File: config.mk
export PLATFORM = sky130hd
export DESIGN_NAME = bubble_access_sequencer
export DESIGN_NICKNAME = d
export VERILOG_FILES = /design/src/rtl/bubble_access_sequencer_pkg.sv /design/src/rtl/bubble_edge_detect.sv /design/src/rtl/bubble_access_sequencer.sv
export SDC_FILE = /design/constraint.sdc
export NUM_CORES = 1
export LEC_CHECK = 0
export ABC_AREA = 1
export BUFFER_PORTS_ARGS = -buffer_cell sky130_fd_sc_hd__buf_4
export CORE_MARGIN = 2
export CORE_UTILIZATION = 59
export DETAILED_ROUTE_END_ITERATION = 10
export PLACE_DENSITY = 0.81
export RECOVER_POWER = 50
export SLEW_MARGIN = 20
export SYNTH_ARGS = -nofsm -noshare
export SYNTH_HDL_FRONTEND = slang
export SYNTH_HIERARCHICAL = 1
export SYNTH_SLANG_ARGS = --single-unit
export TNS_END_PERCENT = 5
File: constraint.sdc
create_clock -name master_clock -period 2.73 [get_ports master_clock]
set_input_delay 0.546 -clock master_clock [delete_from_list [all_inputs] [get_ports master_clock]]
set_output_delay 0.546 -clock master_clock [all_outputs]
set_load 0.005 [all_outputs]
File: src/rtl/bubble_access_sequencer_pkg.sv
// Shared types and sizing for the bubble memory access sequencer.
// Holds the state encoding, parameter defaults and datapath widths.
package bubble_access_sequencer_pkg;

  localparam int unsigned POSITION_COUNT_DEFAULT = 2053;
  localparam int unsigned WATCHDOG_LIMIT_DEFAULT = 16383;
  localparam int unsigned POS_W                  = 12;
  localparam int unsigned LEN_W                  = 10;
  localparam int unsigned WD_W                   = 14;
  localparam int unsigned COIL_W                 = 2;
  localparam int unsigned COIL_STOP_CYCLES       = 2;

  typedef enum logic [2:0] {
    IDLE,
    SEEK,
    REPLICATE,
    READOUT,
    STOPPING,
    FINISH
  } state_e;

  // States in which the bubble loop is being driven
  function automatic logic is_shifting(state_e s);
    return (s == SEEK) || (s == REPLICATE) || (s == READOUT);
  endfunction

endpackage

File: src/rtl/bubble_edge_detect.sv
// Registered single-cycle edge pulse for a timing-generator input.
// DETECT_FALL selects falling-edge (1) or rising-edge (0) detection.
module bubble_edge_detect #(
  parameter bit DETECT_FALL = 1'b0
) (
  input  logic clk,
  input  logic rst_n,
  input  logic sig_in,
  output logic pulse
);

  logic prev_q, prev_d;
  logic pulse_q, pulse_d;

  always_comb begin
    prev_d  = sig_in;
    pulse_d = DETECT_FALL ? (prev_q & ~sig_in) : (sig_in & ~prev_q);
  end

  always_ff @(posedge clk) begin
    if (!rst_n) begin
      prev_q  <= 1'b0;
      pulse_q <= 1'b0;
    end else begin
      prev_q  <= prev_d;
      pulse_q <= pulse_d;
    end
  end

  assign pulse = pulse_q;

endmodule

File: src/rtl/bubble_access_sequencer.sv
// Sequences one bubble-memory read: seek to position, replicate, read bits,
// then wait for the coils to stop. Tracks loop position across accesses.
module bubble_access_sequencer
  import bubble_access_sequencer_pkg::*;
#(
  parameter int unsigned POSITION_COUNT = POSITION_COUNT_DEFAULT,
  parameter int unsigned WATCHDOG_LIMIT = WATCHDOG_LIMIT_DEFAULT
) (
  input  logic             master_clock,
  input  logic             master_reset_n,
  input  logic             access_request,
  input  logic             access_abort,
  input  logic             bootloop_select,
  input  logic [POS_W-1:0] target_position,
  input  logic [LEN_W-1:0] read_length,
  input  logic             position_change,
  input  logic             data_out_strobe,
  input  logic             coil_enable,
  output logic             bubble_shift_enable,
  output logic             replicator_enable,
  output logic             bootloop_enable,
  output logic             bit_sample,
  output logic [POS_W-1:0] current_position,
  output logic             busy,
  output logic             done,
  output logic             error
);

  state_e              state_q, state_d;
  logic [POS_W-1:0]    pos_q, pos_d;
  logic [POS_W-1:0]    target_q, target_d;
  logic [LEN_W-1:0]    len_q, len_d;
  logic [LEN_W-1:0]    bit_cnt_q, bit_cnt_d;
  logic [WD_W-1:0]     wd_q, wd_d;
  logic [COIL_W-1:0]   coil_cnt_q, coil_cnt_d;
  logic                boot_q, boot_d;
  logic                shift_en_q, shift_en_d;
  logic                repl_en_q, repl_en_d;
  logic                boot_en_q, boot_en_d;
  logic                bit_sample_q, bit_sample_d;
  logic                busy_q, busy_d;
  logic                done_q, done_d;
  logic                error_q, error_d;
  logic                pos_rise;
  logic                strobe_fall;

  bubble_edge_detect #(.DETECT_FALL(1'b0)) u_pos_edge (
    .clk    (master_clock),
    .rst_n  (master_reset_n),
    .sig_in (position_change),
    .pulse  (pos_rise)
  );

  bubble_edge_detect #(.DETECT_FALL(1'b1)) u_strobe_edge (
    .clk    (master_clock),
    .rst_n  (master_reset_n),
    .sig_in (data_out_strobe),
    .pulse  (strobe_fall)
  );

  always_comb begin
    state_d      = state_q;
    pos_d        = pos_q;
    target_d     = target_q;
    len_d        = len_q;
    boot_d       = boot_q;
    bit_cnt_d    = bit_cnt_q;
    wd_d         = '0;
    coil_cnt_d   = '0;
    bit_sample_d = 1'b0;
    error_d      = error_q;

    if (pos_rise) begin
      pos_d = (pos_q == POS_W'(POSITION_COUNT - 1)) ? '0 : pos_q + POS_W'(1);
    end
    // Watchdog restarts on every loop step and idles outside shifting states
    if (is_shifting(state_q) && !pos_rise) begin
      wd_d = wd_q + WD_W'(1);
    end

    unique case (state_q)
      IDLE: begin
        if (access_request) begin
          target_d  = POS_W'(32'(target_position) % POSITION_COUNT);
          len_d     = (read_length == '0) ? LEN_W'(1) : read_length;
          boot_d    = bootloop_select;
          error_d   = 1'b0;
          bit_cnt_d = '0;
          state_d   = SEEK;
        end
      end
      SEEK: begin
        if (pos_rise && (pos_d == target_q)) state_d = REPLICATE;
      end
      REPLICATE: begin
        if (pos_rise) state_d = READOUT;
      end
      READOUT: begin
        if (strobe_fall) begin
          bit_sample_d = 1'b1;
          bit_cnt_d    = bit_cnt_q + LEN_W'(1);
          if (bit_cnt_d == len_q) state_d = STOPPING;
        end
      end
      STOPPING: begin
        if (coil_enable) begin
          coil_cnt_d = (coil_cnt_q == COIL_W'(COIL_STOP_CYCLES)) ? coil_cnt_q
                                                                 : coil_cnt_q + COIL_W'(1);
        end
        if (coil_cnt_d == COIL_W'(COIL_STOP_CYCLES)) state_d = FINISH;
      end
      FINISH: begin
        state_d = IDLE;
      end
      default: begin
        state_d = IDLE;
      end
    endcase

    // Abort outranks watchdog and normal completion
    if (is_shifting(state_q)) begin
      if (access_abort) begin
        state_d      = STOPPING;
        bit_sample_d = 1'b0;
      end else if (wd_d == WD_W'(WATCHDOG_LIMIT)) begin
        error_d = 1'b1;
        state_d = STOPPING;
      end
    end

    shift_en_d = !is_shifting(state_d);
    repl_en_d  = (state_d != REPLICATE);
    boot_en_d  = boot_d && (state_d != IDLE) && (state_d != FINISH);
    busy_d     = (state_d != IDLE);
    done_d     = (state_d == FINISH);
  end

  always_ff @(posedge master_clock) begin
    if (!master_reset_n) begin
      state_q      <= IDLE;
      pos_q        <= '0;
      target_q     <= '0;
      len_q        <= '0;
      boot_q       <= 1'b0;
      bit_cnt_q    <= '0;
      wd_q         <= '0;
      coil_cnt_q   <= '0;
      shift_en_q   <= 1'b1;
      repl_en_q    <= 1'b1;
      boot_en_q    <= 1'b0;
      bit_sample_q <= 1'b0;
      busy_q       <= 1'b0;
      done_q       <= 1'b0;
      error_q      <= 1'b0;
    end else begin
      state_q      <= state_d;
      pos_q        <= pos_d;
      target_q     <= target_d;
      len_q        <= len_d;
      boot_q       <= boot_d;
      bit_cnt_q    <= bit_cnt_d;
      wd_q         <= wd_d;
      coil_cnt_q   <= coil_cnt_d;
      shift_en_q   <= shift_en_d;
      repl_en_q    <= repl_en_d;
      boot_en_q    <= boot_en_d;
      bit_sample_q <= bit_sample_d;
      busy_q       <= busy_d;
      done_q       <= done_d;
      error_q      <= error_d;
    end
  end

  assign bubble_shift_enable = shift_en_q;
  assign replicator_enable   = repl_en_q;
  assign bootloop_enable     = boot_en_q;
  assign bit_sample          = bit_sample_q;
  assign current_position    = pos_q;
  assign busy                = busy_q;
  assign done                = done_q;
  assign error               = error_q;

endmodule

==> results of run 1 <==
-- per-layer routing --
metal,GRT usage,share of wire
met1,0.343,0.45
met2,0.472,0.48
met3,0.0588,0.048
met4,0.120,0.023
met5,0,0
-- flip-flops by register name, indices dropped and copies added (netlist names) --
register,cells
len_q,10
wd_q,14
u_strobe_edge/prev_q,1
replicator_enable,1
u_pos_edge/prev_q,1
u_pos_edge/pulse,1
target_q,12
u_strobe_edge/pulse,1
error,1
coil_cnt_q,2
bit_sample,1
boot_q,1
busy,1
done,1
bubble_shift_enable,1
bit_cnt_q,10
state_q,3
bootloop_enable,1
current_position,12
-- layout by cell type, fill, tap and decap left out, types with 2 or more instances in the layout --
cell type  count
dfxtp_1       75
nor2_4         4
nor3_1        11
buf_4         33
o21ai_0       22
xor2_1        11
nor2_1        95
o21bai_1       2
a211oi_1       4
clkbuf_8      10
clkinv_1       4
clkinv_4       2
nand3_2        2
a21oi_1       32
inv_2          7
clkbuf_1       3
ha_1           7
nor4_1         3
inv_1         85
nand2_2        8
nand4_1       10
nor2_2         6
xnor2_1        2
o211ai_1       4
o21ai_1        5
clkbuf_4      17
nand2_1      154
nand3b_1       6
nand3_1       62
or2_1          2
-- cell families (layout without fill, tap and decap cells) --
family | count (synthesis) | in the layout | synth area share
simple gates | 367 | 367 | 0.387
buf+inv | 108 | 164 | 0.0979
compound gates | 76 | 76 | 0.104
flops | 75 | 75 | 0.357
xor+xnor | 14 | 14 | 0.0324
fa+ha+maj | 7 | 7 | 0.0208
-- power groups by stage --
stage / sequential (uW) / clock (uW) / combinational [uW]
2_1_floorplan: 1200 / 0 / 231
3_3_place_gp: 1210 / 0 / 335
3_5_place_dp: 1210 / 0 / 343
4_1_cts: 1190 / 895 / 345
5_1_grt: 1190 / 935 / 390
6_report: 1190 / 881 / 343
-- cell type report --
cell class,instances,area [um2],area share
clock buffer,11,141,0.0292
clock inverter,5,61.3,0.0126
inverter,96,360,0.0743
multi-input combinational,464,2280,0.470
sequential,75,1500,0.310
tap,96,120,0.0248
timing repair buffer,52,383,0.0790
-- metrics by stage --
step	setup WS, ps	total power (uW)	util	instances	hold WS (ps)
floorplan	759	1430	-	647	384
global placement	504	1540	0.683	783	392
detailed placement	411	1550	0.683	783	396
CTS	479	2430	0.712	799	341
global route	146	2520	0.710	799	341
finish	411	2410	0.710	799	348
-- cells in the mapped netlist, types with 2 or more instances --
cell type,n
nand2_2,8
inv_2,7
nor2_1,93
xnor2_1,2
buf_2,2
xor2_1,11
inv_1,85
nand3b_1,6
nand3_1,61
a211oi_1,4
nor2_4,4
clkinv_1,4
o211ai_1,4
clkbuf_1,9
o21ai_1,5
nor2_2,8
nor4_1,3
nand2_1,154
ha_1,7
nand4_1,10
a21oi_1,32
nor3_1,11
o21ai_0,22
dfxtp_1,75
nand3_2,3
or2_1,2
o21bai_1,2
-- worst max-delay path: stages (launching register included) --
cell     delay, ps
dfxtp_1        540
nand2_1        120
nor2_1         290
nand2_1         90
nand2_1         90
nand2_1         60
nand2_1         50
nand2_1         50
nor2_1         180
nand2_1         80
nor2_1         140
nand4_1        110
nand2_1        130
nand2_2         80
nor2_2          90
nand3_1        100
-- worst max path at each step --
| stage | startpoint | endpoint | cells after the start |
|---|---|---|---|
| floorplan | target_position[0] | target_q[9]$_SDFFE_PN0P_ | 13 |
| global placement | target_position[0] | target_q[7]$_SDFFE_PN0P_ | 14 |
| detailed placement | target_position[0] | target_q[7]$_SDFFE_PN0P_ | 14 |
| CTS | bit_cnt_q[0]$_SDFFE_PN0P_ | busy$_SDFF_PN0_ | 16 |
| global route | u_pos_edge/pulse$_SDFF_PN0_ | bootloop_enable$_SDFF_PN0_ | 17 |
| finish | u_pos_edge/pulse$_SDFF_PN0_ | replicator_enable$_SDFF_PN1_ | 15 |
==> impl_metrics.env, run 1 <==
export IMPL_status="complete, no violations"
export IMPL_synth_fp_nets=684
export IMPL_synthToLayoutAreaGrowth_pct=15.3
export IMPL_ant_nets=0
export IMPL_cts_made_buffers=9
export IMPL_reg2reg_from="u_pos_edge/pulse$_SDFF_PN0_"
export IMPL_root_buffer="clkbuf_8"
export IMPL_drive_gt1_frac=0.137
export IMPL_ys_ff_latch=75
export IMPL_cts_clk_slew_worst_paths_ps=80
export IMPL_htreeDepth=3
export IMPL_hold_class="in -> reg"
export IMPL_route_detailed_drc=0
export IMPL_yosys_warnings=6
export IMPL_worstMarginPinSlew_ps=1210
export IMPL_nets=735
export IMPL_yosysTopAreaCell="dfxtp_1"
export IMPL_seq_area_frac_synth=0.357
export IMPL_setup_violations_final=0
export IMPL_grt_antenna_before_repair=0
export IMPL_ys_top_cells_by_area="dfxtp_1 (36%), nand2_1 (14%), nor2_1 (8.3%), inv_1 (7.6%), nand3_1 (7.3%)"
export IMPL_endpoint_kind="flop"
export IMPL_cts_buffer_depth=2
export IMPL_gp_congestion=0.914
export IMPL_path_max_fanout=8
export IMPL_viasPerCell=5.22
export IMPL_core_mm2=0.00683
export IMPL_clkLatencyLatePin_ps=360
export IMPL_switchingPower_uw=677
export IMPL_grt_overflow_total=0
export IMPL_min_to="u_strobe_edge/pulse$_SDFF_PN0_"
export IMPL_powerDensity_mw_per_mm2=497
export IMPL_synth_flop_cell="dfxtp_1"
export IMPL_min_path_cells=2
export IMPL_cp_data_required_time_ps=2960
export IMPL_leakagePower_uw=0.00219
export IMPL_pwr_share_seq=0.492
export IMPL_die_area_mm2=0.00782
export IMPL_syn_area_mm2=0.00420
export IMPL_hpwl_mm=7.66
export IMPL_grt_pass1_wl_mm=17.0
export IMPL_max_vdd_ir_drop_mv=0.428
export IMPL_critPathKind="reg -> reg"
export IMPL_max_freq_ghz=0.431
export IMPL_cp_start_kind="flop"
export IMPL_finalCritPeriodShare=0.850
export IMPL_yosys_cell_types_count=40
export IMPL_placementRows=30
export IMPL_synthCells=647
export IMPL_r2r_end="replicator_enable$_SDFF_PN1_"
export IMPL_p_int_uw=1730
export IMPL_hp_start="data_out_strobe"
export IMPL_drtIter0Drc=164
export IMPL_io_pins=49
export IMPL_track_usage=0.279
export IMPL_reg2reg_depth=15
export IMPL_dr_pass1_iters=6
export IMPL_rrSetupSlack_ps=410
export IMPL_post_cts_resized=0
export IMPL_drt_total_wl_mm=10.2
export IMPL_cts_hold_fix_buffers=0
export IMPL_synth_edf_count=0
export IMPL_fin_setup_tns_ps=0
export IMPL_port_buffers=48
export IMPL_maxCapViolCount=0
export IMPL_finClkSkew_ps=12.7
export IMPL_clock_sinks=75
export IMPL_combPwrFrac=0.142
export IMPL_dieHeight_um=88.4
export IMPL_synth_async_sr_flop_share=0
export IMPL_post_dp_cell_area_mm2=0.00466
export IMPL_critPathArrivalTime_ps=2550
export IMPL_swShare=0.281
export IMPL_drt_wirelength_per_cell_um=12.7
export IMPL_vias=4173
export IMPL_synth_top_area_share=0.357
export IMPL_fp_dieW_um=88.4
export IMPL_power_frac_clock=0.366
export IMPL_synth_avg_cell_area_um2=6.50
export IMPL_fin_crit_ps=2320
export IMPL_first_global_vias=3895
export IMPL_grt_max_degree=29
export IMPL_post_cts_buffers=0
export IMPL_hold_viol=0
export IMPL_postLayoutCellArea_mm2=0.00485
export IMPL_num_antenna_cells=0
export IMPL_nFillCells=586
export IMPL_max_slew_margin=0.192
export IMPL_cts_tree="yes"
export IMPL_start_util=0.615
export IMPL_rsz0062_at_grt="no"
export IMPL_maxSlewViolCount=0
(Power assumes the default switching activity.)
==> run 2: changes to the inputs <==
--- a/config.mk
+++ b/config.mk
@@ -8,9 +8,9 @@
 export ABC_AREA = 1
 export BUFFER_PORTS_ARGS = -buffer_cell sky130_fd_sc_hd__buf_4
 export CORE_MARGIN = 2
-export CORE_UTILIZATION = 59
+export CORE_UTILIZATION = 53
 export DETAILED_ROUTE_END_ITERATION = 10
-export PLACE_DENSITY = 0.81
+export PLACE_DENSITY = 0.76
 export RECOVER_POWER = 50
 export SLEW_MARGIN = 20
 export SYNTH_ARGS = -nofsm -noshare
==> constraint.sdc (replaced) <==
create_clock -name master_clock -period 2 [get_ports master_clock]
set_input_delay 0.4 -clock master_clock [delete_from_list [all_inputs] [get_ports master_clock]]
set_output_delay 0.4 -clock master_clock [all_outputs]
set_load 0.005 [all_outputs]
==> run 2 against run 1 <==
  * The flow now finishes with violations (setup timing)
  * Largest cell class unchanged
  * Sequential cell count unchanged
  * First-iteration DRC count rose by 16%
  * Wire length increased by 5.9%
  * Via count is 5.1% higher
  * Cell area rose by 11%
  * Critical endpoint is now bootloop_enable$_SDFF_PN0_
  * Critical path depth stayed put
==> impl_metrics.env, run 2 (synthesized netlist as in run 1, its figures left out) <==
export IMPL_status="finished with violations"
export IMPL_violations="setup timing"
export IMPL_grt_pass1_wl_mm=18.1
export IMPL_final_cells=855
export IMPL_hpwl_mm=7.82
export IMPL_critPathArrivalTime_ps=2320
export IMPL_final_common_cell="nand2_1"
export IMPL_placementRows=32
export IMPL_cts_tree="yes"
export IMPL_vias=4385
export IMPL_drtIter0Drc=191
export IMPL_hold_viol=0
export IMPL_finClkSkew_ps=10.9
export IMPL_cp_data_required_time_ps=2260
export IMPL_slowest_delay_ps=340
export IMPL_fp_dieW_um=93.1
export IMPL_max_slew_margin=0.760
export IMPL_max_freq_ghz=0.486
export IMPL_maxSlewViolCount=0
export IMPL_p_total_uw=3360
export IMPL_die_area_mm2=0.00866
export IMPL_root_buffer="clkbuf_8"
export IMPL_endpoint_kind="flop"
export IMPL_holdWs_ps=197
export IMPL_clock_sinks=75
export IMPL_maxCapViolCount=0
export IMPL_setup_violations_final=6
export IMPL_dp_slack_ps=-130
export IMPL_cts_buffer_depth=2
export IMPL_ant_nets=0
export IMPL_gp_congestion=0.927
export IMPL_largest_reg_flops=14
export IMPL_critPathKind="reg -> reg"
export IMPL_rsz0062_at_grt="yes"
export IMPL_fin_ws_ps=-56.0
export IMPL_start_util=0.547
export IMPL_first_global_vias=4244
export IMPL_core_mm2=0.00769
export IMPL_num_antenna_cells=0
export IMPL_nets=785
export IMPL_grt_overflow_total=0
export IMPL_dr_pass1_iters=5
export IMPL_drt_total_wl_mm=10.8
export IMPL_finalCritPeriodShare=1.03
export IMPL_rrSetupSlack_ps=-60
export IMPL_clkLatencyLatePin_ps=360
export IMPL_dp_cells=827
export IMPL_synthToLayoutAreaGrowth_pct=28.0
export IMPL_crit_chain="ha_4, buf_4, buf_4, xor2_1, nand4_1, nor2_1, nand3_1, nor2_1, nand2_2, nand3_2, nand2_4, nand2_2, nand3_2, nand2_1, inv_1"
export IMPL_fin_crit_ps=2060
export IMPL_route_detailed_drc=0
export IMPL_critPathSlowestCell="dfxtp_2"
export IMPL_max_vdd_ir_drop_mv=0.401
export IMPL_grt_antenna_before_repair=0
export IMPL_grt_max_degree=28
export IMPL_drt_wirelength_per_cell_um=12.6
export IMPL_worstMarginPinSlew_ps=357
export IMPL_path_max_fanout=3
export IMPL_viasPerCell=5.13
export IMPL_port_buffers=48
export IMPL_final_cell_mix="nand2_1 (148), buf_4 (101), nor2_1 (86)"
export IMPL_cts_clk_slew_worst_paths_ps=80
export IMPL_leakagePower_uw=0.00246
export IMPL_track_usage=0.258
export IMPL_powerDensity_mw_per_mm2=624
export IMPL_cts_hold_fix_buffers=0
export IMPL_drive_gt1_frac=0.246
export IMPL_cp_start_kind="flop"
export IMPL_top_register="wd_q"
export IMPL_htreeDepth=3
export IMPL_hold_class="in -> reg"
export IMPL_io_pins=49
export IMPL_cts_made_buffers=9
export IMPL_dieHeight_um=93.1
[run 2: repair_timing]
| item | 4_1_cts | 5_1_grt |
|---|---|---|
| cloned | 1 | 0 |
| resized for setup | 24 | 19 |
| setup buffers | 7 | 4 |
| endpoints found under the setup margin | 7 | 10 |
| pin swaps | 12 | 19 |
[run 2: per-stage QoR]
step	TNS (ps)	instance area [um2]	utilization
after floorplan	0	4200	-
after global placement	-168	4960	0.645
after detailed placement	-525	4960	0.645
after CTS	-91.9	5280	0.687
after global routing	-1890	5380	0.700
final	-258	5380	0.700
[run 2: path summary, 6_finish.rpt]
check                          startpoint                              to  cells after the start
min reg2reg  u_pos_edge/prev_q$_SDFF_PN0_     u_pos_edge/pulse$_SDFF_PN0_                      1
max reg2reg            wd_q[1]$_SDFF_PN0_      bootloop_enable$_SDFF_PN0_                     15
min                       data_out_strobe  u_strobe_edge/pulse$_SDFF_PN0_                      2
max                    wd_q[1]$_SDFF_PN0_      bootloop_enable$_SDFF_PN0_                     15
[run 2: worst max-delay path: cells and delay by family, from the launching register on]
family,cells,cell delay (ps)
AND/OR/NAND/NOR,10,1020
flip-flops,1,340
buffers and inverters,3,270
adder cells (fa/ha/maj),1,170
XOR/XNOR,1,170
[run 2: final cells by class]
type	count	area, um2
multi-input combinational	465	2420
fill	668	2310
sequential	75	1510
timing repair buffer	101	758
inverter	96	360
clock buffer	11	141
tap	102	128
clock inverter	5	60.1
[run 2: per-layer routing]
layer  vias up  part of all wire  global-route usage  wire length (um)
met3        23             0.044              0.0451               471
li1       2270                 -                   -                 -
met4         0             0.022              0.0993               239
met2       120              0.47               0.441              5050
met1      1972              0.46               0.324              5000
met5         -                 0                   0                 0
[run 2: where the power goes]
group	internal, uW	total [uW]	switching, uW	leakage [uW]
Sequential	1570	1620	50.0	0.000616
Clock	618	1210	592	0.000100
Combinational	224	530	305	0.00175
==> run 3: changes to the inputs <==
--- a/config.mk
+++ b/config.mk
@@ -8,9 +8,9 @@
 export ABC_AREA = 1
 export BUFFER_PORTS_ARGS = -buffer_cell sky130_fd_sc_hd__buf_4
 export CORE_MARGIN = 2
-export CORE_UTILIZATION = 53
+export CORE_UTILIZATION = 30
 export DETAILED_ROUTE_END_ITERATION = 10
-export PLACE_DENSITY = 0.76
+export PLACE_DENSITY = 0.48
 export RECOVER_POWER = 50
 export SLEW_MARGIN = 20
 export SYNTH_ARGS = -nofsm -noshare
==> run 3 against run 2 <==
  * The run still ends with setup timing left
  * Sequential power about the same
  * Cell area up 8.3%
  * Non-clock buffer count grew 14
  * Core utilization shrank 28 points
  * Critical path type unchanged
  * Combinational power grew 8.5%
  * Total power increased by 27%
  * Via count decreased by 0.55%
  * Global-route usage decreased by 9.3 points
==> impl_metrics.env, run 3 (synthesized netlist as in run 1, its figures left out) <==
export IMPL_status="finished with violations"
export IMPL_violations="setup timing"
export IMPL_core_mm2=0.0138
export IMPL_cts_hold_fix_buffers=0
export IMPL_drtIter0Drc=207
export IMPL_path_max_fanout=8
export IMPL_critPathArrivalTime_ps=2300
export IMPL_crit_chain="inv_1, ha_2, nand2_1, nor2_2, nand3_4, buf_6, nand3_1, nand2_1, nand3_2, nor2_2, nand3_1, nand2_2, nand2_2, nand2_2, buf_4, nand2_1, nand3_1"
export IMPL_finalCritPeriodShare=1.04
export IMPL_top_register="wd_q"
export IMPL_critPathSlowestCell="dfxtp_2"
export IMPL_min_to="u_strobe_edge/pulse$_SDFF_PN0_"
export IMPL_cp_data_required_time_ps=2220
export IMPL_cts_tree="yes"
export IMPL_drt_wirelength_per_cell_um=12.5
export IMPL_finClkSkew_ps=7.40
export IMPL_reg2reg_depth=17
export IMPL_track_usage=0.165
export IMPL_max_vdd_ir_drop_mv=0.383
export IMPL_placementRows=43
export IMPL_route_detailed_drc=0
export IMPL_maxCapViolCount=0
export IMPL_grt_overflow_total=0
export IMPL_cts_buffer_depth=2
export IMPL_ant_nets=0
export IMPL_fin_ws_ps=-79.5
export IMPL_hpwl_mm=8.90
export IMPL_hold_class="in -> reg"
export IMPL_dieHeight_um=122
export IMPL_grt_max_degree=28
export IMPL_rrSetupSlack_ps=-80
export IMPL_port_buffers=48
export IMPL_leakagePower_uw=0.00262
export IMPL_fp_dieW_um=122
export IMPL_max_slew_margin=0.755
export IMPL_hp_start="data_out_strobe"
export IMPL_grt_pass1_wl_mm=19.4
export IMPL_vias=4361
export IMPL_htreeDepth=3
export IMPL_reg2reg_from="current_position[1]$_SDFF_PN0_"
export IMPL_max_freq_ghz=0.481
export IMPL_nFillCells=1484
export IMPL_fin_setup_tns_ps=-254
export IMPL_worstMarginPinSlew_ps=363
export IMPL_endpoint_kind="flop"
export IMPL_final_cell_mix="nand2_1 (140), buf_4 (114), nor2_1 (81)"
export IMPL_nets=798
export IMPL_dr_pass1_iters=5
export IMPL_maxSlewViolCount=0
export IMPL_first_global_vias=4173
export IMPL_cts_made_buffers=9
export IMPL_fin_crit_ps=2080
export IMPL_final_common_cell="nand2_1"
export IMPL_gp_congestion=0.880
export IMPL_cp_start_kind="flop"
export IMPL_io_pins=49
export IMPL_synthToLayoutAreaGrowth_pct=38.6
export IMPL_drive_gt1_frac=0.285
export IMPL_setup_violations_final=5
export IMPL_cts_clk_slew_worst_paths_ps=60
export IMPL_rsz0062_at_grt="yes"
export IMPL_r2r_end="bubble_shift_enable$_SDFF_PN1_"
export IMPL_powerDensity_mw_per_mm2=729
export IMPL_drt_total_wl_mm=11.9
export IMPL_start_util=0.305
export IMPL_final_cells=946
export IMPL_slowest_delay_ps=340
export IMPL_root_buffer="clkbuf_16"
export IMPL_grt_antenna_before_repair=0
export IMPL_num_antenna_cells=0
export IMPL_min_path_cells=2
export IMPL_clkLatencyLatePin_ps=340
export IMPL_die_area_mm2=0.0150
export IMPL_hold_viol=0
export IMPL_viasPerCell=4.61
export IMPL_largest_reg_flops=14
export IMPL_critPathKind="reg -> reg"
export IMPL_dp_cells=919
export IMPL_clock_sinks=75
## run 3: worst max path at each step
stage,start,to,slack (ps)
3_3_place_gp,bit_cnt_q[0]$_SDFFE_PN0P_,done$_SDFF_PN0_,-130
6_report,current_position[1]$_SDFF_PN0_,bubble_shift_enable$_SDFF_PN1_,-80
2_1_floorplan,bit_cnt_q[0]$_SDFFE_PN0P_,busy$_SDFF_PN0_,90
3_5_place_dp,bit_cnt_q[0]$_SDFFE_PN0P_,done$_SDFF_PN0_,-140
4_1_cts,bit_cnt_q[1]$_SDFFE_PN0P_,bootloop_enable$_SDFF_PN0_,-80
5_1_grt,current_position[0]$_SDFF_PN0_,busy$_SDFF_PN0_,-290
## run 3: per-layer routing
layer  vias to the layer above  track usage  share of wire
met2                        68        0.274           0.47
met3                        11       0.0409          0.039
met5                         -            0              0
met1                      1988        0.212           0.48
met4                         0       0.0460          0.014
li1                       2294            -              -
## run 3: worst max-delay path: cells and delay by family (launching register included)
family        cells  cell delay [ps]
buf+inv           3              370
flops             1              340
fa+ha+maj         1              190
simple gates     13             1040
## run 3: metrics by stage
stage                     cell area (um2)  total power, uW  worst slack, ps   util  hold WS, ps
after detailed placement             5160             2180             -140  0.375          409
final                                5830             4250            -79.5  0.423          232
after CTS                            5610             4270            -76.5  0.407          218
after floorplan                      4200             1950             94.0      -          384
after global placement               5160             2180             -128  0.375          402
after global routing                 5830             4470             -289  0.423          222
## run 3: where the power goes
part           switching, uW  total (uW)  internal (uW)
registers               54.3        1630           1570
logic                    329         575            246
clock network            637        2050           1410
## run 3: repair_timing
action,in CTS,in global routing
endpoints found under the setup margin,7,9
pin swaps,14,30
gates cloned,0,0
resized for setup,18,48
setup buffers,3,8
## run 3: final cells by class
cell class	count	area (um2)	area share
clock buffers	12	256	0.0440
clock inverters	4	120	0.0206
inverters	96	364	0.0625
multi-input cells	464	2480	0.426
flip-flops and latches	75	1510	0.260
well taps	180	225	0.0386
repair buffers	115	867	0.149
